===== src/rtl/gyruss_hpf_dcblock_if.sv =====
// Sample-stream bundle for the DC-blocking high-pass stage.
// The producer/consumer side drives 'in' and watches 'out'/'out_valid'.
interface gyruss_hpf_dcblock_if;
    logic signed [15:0] in;
    logic signed [15:0] out;
    logic               out_valid;

    modport master (
        output in,
        input  out,
        input  out_valid
    );

    modport slave (
        input  in,
        output out,
        output out_valid
    );
endinterface


===== src/rtl/gyruss_hpf_dcblock.sv =====
// First-order IIR DC blocker: y[n] = x[n] - x[n-1] + A*y[n-1] (A in unsigned Q15).
// A free-running divider produces one sample edge every DIV clocks; a 4-state
// sequencer shares one multiplier and finishes well before the next edge.
module gyruss_hpf_dcblock #(
    parameter int unsigned DIV    = 220,
    parameter int unsigned A_COEF = 32440
) (
    input  logic                  clk,
    input  logic                  reset,
    gyruss_hpf_dcblock_if.slave   sb
);

    localparam int unsigned CntW = 10;
    localparam logic [CntW-1:0]    CntLast = CntW'(DIV - 1);
    localparam logic signed [16:0] ACoef   = 17'(A_COEF);
    localparam logic signed [17:0] SatHi   = 18'sd32767;
    localparam logic signed [17:0] SatLo   = -18'sd32768;

    typedef enum logic [1:0] {StIdle, StMul, StSum, StSat} state_e;

    state_e state_q, state_d;

    logic [CntW-1:0]    cnt_q;
    logic               strobe;

    logic signed [15:0] x_cur_q;
    logic signed [15:0] x_prev_q;
    logic signed [15:0] y_prev_q;
    logic signed [31:0] prod_q;
    logic signed [16:0] diff_q;
    logic signed [17:0] sum_q;
    logic signed [15:0] out_q;
    logic               valid_q;

    logic               ld_x;
    logic               do_mul;
    logic               do_sum;
    logic               do_sat;
    logic signed [15:0] sat_val;

    assign strobe = (cnt_q == CntLast);

    // Sample divider: counts 0..DIV-1 regardless of sequencer state.
    always_ff @(posedge clk or negedge reset) begin
        if (!reset) begin
            cnt_q <= '0;
        end else if (strobe) begin
            cnt_q <= '0;
        end else begin
            cnt_q <= cnt_q + 1'b1;
        end
    end

    // Sequencer state register.
    always_ff @(posedge clk or negedge reset) begin
        if (!reset) begin
            state_q <= StIdle;
        end else begin
            state_q <= state_d;
        end
    end

    // Sequencer next-state: wait for the sample edge, then MUL -> SUM -> SAT -> IDLE.
    always_comb begin
        state_d = state_q;
        unique case (state_q)
            StIdle: if (strobe) state_d = StMul;
            StMul:  state_d = StSum;
            StSum:  state_d = StSat;
            StSat:  state_d = StIdle;
        endcase
    end

    // Sequencer outputs: one datapath enable per state.
    always_comb begin
        ld_x   = 1'b0;
        do_mul = 1'b0;
        do_sum = 1'b0;
        do_sat = 1'b0;
        unique case (state_q)
            StIdle: ld_x   = strobe;
            StMul:  do_mul = 1'b1;
            StSum:  do_sum = 1'b1;
            StSat:  do_sat = 1'b1;
        endcase
    end

    // Clamp the 18-bit sum into the 16-bit output range.
    always_comb begin
        if (sum_q > SatHi) begin
            sat_val = 16'sh7fff;
        end else if (sum_q < SatLo) begin
            sat_val = 16'sh8000;
        end else begin
            sat_val = sum_q[15:0];
        end
    end

    // Datapath registers; y_prev keeps the clamped value so the loop cannot wind up.
    always_ff @(posedge clk or negedge reset) begin
        if (!reset) begin
            x_cur_q  <= '0;
            x_prev_q <= '0;
            y_prev_q <= '0;
            prod_q   <= '0;
            diff_q   <= '0;
            sum_q    <= '0;
            out_q    <= '0;
            valid_q  <= 1'b0;
        end else begin
            valid_q <= do_sat;
            if (ld_x) begin
                x_cur_q <= sb.in;
            end
            if (do_mul) begin
                prod_q <= 32'(ACoef) * 32'(y_prev_q);
                diff_q <= 17'(x_cur_q) - 17'(x_prev_q);
            end
            if (do_sum) begin
                // Arithmetic shift floors toward -inf; result fits in 18 bits.
                sum_q <= 18'(32'(diff_q) + (prod_q >>> 15));
            end
            if (do_sat) begin
                out_q    <= sat_val;
                y_prev_q <= sat_val;
                x_prev_q <= x_cur_q;
            end
        end
    end

    assign sb.out       = out_q;
    assign sb.out_valid = valid_q;

endmodule


===== src/flat_wrapper.sv =====
// flat-port wrapper written by rule: the top's interface ports become plain ports
module gyruss_hpf_dcblock_flat 
#(
    parameter int unsigned DIV    = 220,
    parameter int unsigned A_COEF = 32440
)
  (clk, reset, sb_in, sb_out, sb_out_valid);
  gyruss_hpf_dcblock_if sb_i ();
  input  logic clk;
  input  logic reset;
  input wire logic [$bits(sb_i.in)-1:0] sb_in;
  output wire logic [$bits(sb_i.out)-1:0] sb_out;
  output wire logic [$bits(sb_i.out_valid)-1:0] sb_out_valid;
  assign sb_i.in = sb_in;
  assign sb_out = sb_i.out;
  assign sb_out_valid = sb_i.out_valid;
  gyruss_hpf_dcblock #(.DIV(DIV), .A_COEF(A_COEF)) u_core (.clk(clk), .reset(reset), .sb(sb_i));
endmodule

===== config.mk =====
export PLATFORM = sky130hd
export DESIGN_NAME = gyruss_hpf_dcblock_flat
export DESIGN_NICKNAME = d
export VERILOG_FILES = /design/src/rtl/gyruss_hpf_dcblock_if.sv /design/src/rtl/gyruss_hpf_dcblock.sv /design/src/flat_wrapper.sv
export SDC_FILE = /design/constraint.sdc
export NUM_CORES = 1
export LEC_CHECK = 0
export BUFFER_PORTS_ARGS = -buffer_cell sky130_fd_sc_hd__clkbuf_2
export CAP_MARGIN = 0
export CORE_MARGIN = 2
export CORE_UTILIZATION = 57
export CTS_BUF_LIST = sky130_fd_sc_hd__clkbuf_4
export DETAILED_ROUTE_END_ITERATION = 7
export PLACE_DENSITY = 0.84
export SETUP_SLACK_MARGIN = 0.5
export SYNTH_ARGS = -nofsm -noshare
export SYNTH_HDL_FRONTEND = slang
export SYNTH_SLANG_ARGS = --single-unit
export TNS_END_PERCENT = 10

===== constraint.sdc =====
create_clock -name clk -period 7.1 [get_ports clk]
set_input_delay 0.71 -clock clk [delete_from_list [all_inputs] [get_ports clk]]
set_output_delay 0.71 -clock clk [all_outputs]
set_load 0.01 [all_outputs]

==> reports/metrics.csv <==
metric;value;unit
final.min_clock_period;5.68;ns
dieHeight;143;um
synth_seq_cells;113;
synth-xor-area-share;0.0335;
synth-edff-count;0;
setup_slack;1.42;ns
path_cells;inv_1, fa_1, inv_1, fa_1, fa_1, fa_1, inv_1, fa_1, inv_1, ha_1, a21oi_2, nor2_1, a31oi_1, o21ai_1, o211ai_1, or4b_1, o311ai_1;
synth-simple-area-share;0.0851;
critPathTopFamily;adder cells;
clock_path_buffers;2;
r2r_setup_slack;1.42;ns
status;finished clean;
clock-skew-final;0.0199;ns
ctsHoldBuffers;0;
synth_top_cells_by_area;dfrtp_1, fa_1, ha_1, inv_1, mux2_2;
min_period_over_period;0.800;
start_util;0.585;
drv_slew;0;
max_cap_viol_count;0;
synth_ff_type;dfrtp_1;
holdWs;0.0757;ns
wl;22800;um
drt_pass1_iterations;5;
grt_pass1_wl;39300;um
setup_viol;0;
wl_per_cell;16.3;um
synth_cell_types;60;
stdcell_count;1398;
rsz0062_at_grt;false;
min_path_type;primary input to async pin;
synth_top_family_by_area;adder cells;
grt_pass1_vias;8114;
critPathMaxFanout;9;
ir_worst_vdd;0.241;mV
synthArstFlopShare;1.00;
grt_max_degree;79;
cts_resized;0;
path_clk_slew;0.12;ns
synth.avg_cell_area;9.79;um2
timing.rr.start;u_core.y_prev_q[3];
finalHoldViolCount;0;
p_total;1.22;mW
synth-seq-area-share;0.258;
clock_sinks;113;
syn2layout_area_growth;6.30;%
num-nets-final;1413;
vias;7801;
power.leakage;6.12;nW
syn_nets;1383;
muxShareOfSynthArea;0.0462;
slew_headroom;0.323;
grt-ovfl-total;0;
post_cts_buffers;0;
syn_inst;1121;
antenna_found_initial;0;
critPathBufInv;4;
rows;50;
setup_tns;0;ns
start_kind;register;
synth_top_cell_area_share;0.258;
critPathKind;register to register;
yosysWarnings;0;
n_antenna_cell;0;
drc;0;
grt_usage;0.246;
clkLatencyLatePin;0.57;ns
dp.cells;1366;
cp.required;7.58;ns
crit_arrival;6.15;ns
cts_root_buf;clkbuf_4;
htreeDepth;4;
crit_slowest_cell;fa_1;
cp_common_cell;fa_1;
cts_inserted_buffers;17;
ios;35;
detail_route.vias_per_cell;5.58;
num-fill-cells;1508;
crit_path_end_kind;register;
synth_fa_ha_area_frac;0.358;
die-area;0.0204;mm2
ant_nets;0;
stdcell_area;0.0117;mm2
post-route-util;0.621;
r2r_cells;17;
place_congestion;0.983;
numPortBuffers;34;
tightest_slew;1.02;ns
core;0.0188;mm2
dp_hpwl;18400;um
cts_tree;done;
synth_top_area_cell;dfrtp_1;
powerDensity;104;mW/mm2
pre_cts_ws;1.47;ns
drt_iter0_drc;499;
drive_gt1_frac;0.101;
place_area;0.0114;mm2
clock.fmax;0.176;GHz
synth_compound_area_frac;0.126;
worstReg2RegEnd;u_core.prod_q[25];
die_x;143;um
synth_area;0.0110;mm2
crit_path_max_incr_delay;0.57;ns
==> Yosys cell counts, drive strengths merged (5+ instances only) <==
cell	count
inv	246
ha	127
fa	117
dfrtp	113
nand2	68
o21ai	65
a21oi	43
mux2	42
nor2	42
xnor2	28
clkbuf	25
o211ai	18
a21o	16
nor3	15
xor2	14
o21a	13
nand3	11
nor2b	11
a211oi	10
a31oi	9
nand2b	7
nand4	7
and3	6
o21bai	5
o31ai	5
==> final cells by class <==
type | count | area (um2) | share of cell area
well taps | 234 | 293 | 0.0251
clock inverters | 15 | 168 | 0.0144
clock buffers | 17 | 128 | 0.0109
inverters | 246 | 923 | 0.0792
flip-flops and latches | 113 | 2830 | 0.242
multi-input cells | 735 | 7120 | 0.611
repair buffers | 38 | 203 | 0.0174
==> layout by cell type, fill, tap and decap left out, types with 28 or more instances in the layout <==
cell type,synthesis,final
xnor2_1,28,28
o21ai_0,60,60
ha_1,127,126
fa_1,117,117
inv_1,246,246
clkbuf_2,0,33
dfrtp_1,113,113
nor2_1,42,42
nand2_1,68,68
mux2_2,41,41
a21oi_1,42,42
==> cells by family (layout without fill, tap and decap cells) <==
family	Yosys count	count (layout)
fa+ha+maj	244	244
simple gates	193	193
xor+xnor	42	42
compound gates	211	211
buf+inv	273	316
flops	113	113
mux	45	45
==> sequential cells by signal, summed over array words and instances, names as in the netlist <==
signal	count
u_core.prod_q	17
u_core.state_q	2
u_core.sum_q	18
u_core.x_prev_q	16
u_core.sb.out_valid	1
u_core.x_cur_q	16
u_core.diff_q	17
u_core.cnt_q	10
u_core.y_prev_q	16
==> power by group <==
group / total, mW / leakage (nW) / switching [mW] / internal [mW]
clock network: 0.509 / 0.148 / 0.268 / 0.240
registers: 0.652 / 1.53 / 0.00370 / 0.648
logic: 0.0558 / 4.45 / 0.0332 / 0.0226
==> metal layers <==
| layer | global-route usage | part of all wire | vias to the layer above |
|---|---|---|---|
| met1 | 0.314 | 0.43 | 3776 |
| li1 | - | - | 3741 |
| met4 | 0.0886 | 0.031 | 0 |
| met3 | 0.0563 | 0.052 | 54 |
| met2 | 0.414 | 0.49 | 230 |
| met5 | 0 | 0 | - |
==> worst max path at each step <==
stage | start | end | slack, ns | cells past startpoint
finish | u_core.y_prev_q[3] | u_core.prod_q[25] | 1.42 | 17
global route | u_core.y_prev_q[3] | u_core.prod_q[25] | 1.19 | 17
CTS | u_core.y_prev_q[3] | u_core.prod_q[25] | 1.46 | 17
detailed placement | u_core.y_prev_q[3] | u_core.prod_q[25] | 1.47 | 17
global placement | u_core.y_prev_q[3] | u_core.prod_q[25] | 1.70 | 17
floorplan | u_core.y_prev_q[11] | u_core.prod_q[30] | 1.86 | 17
Power figures use the tool's default switching activity.
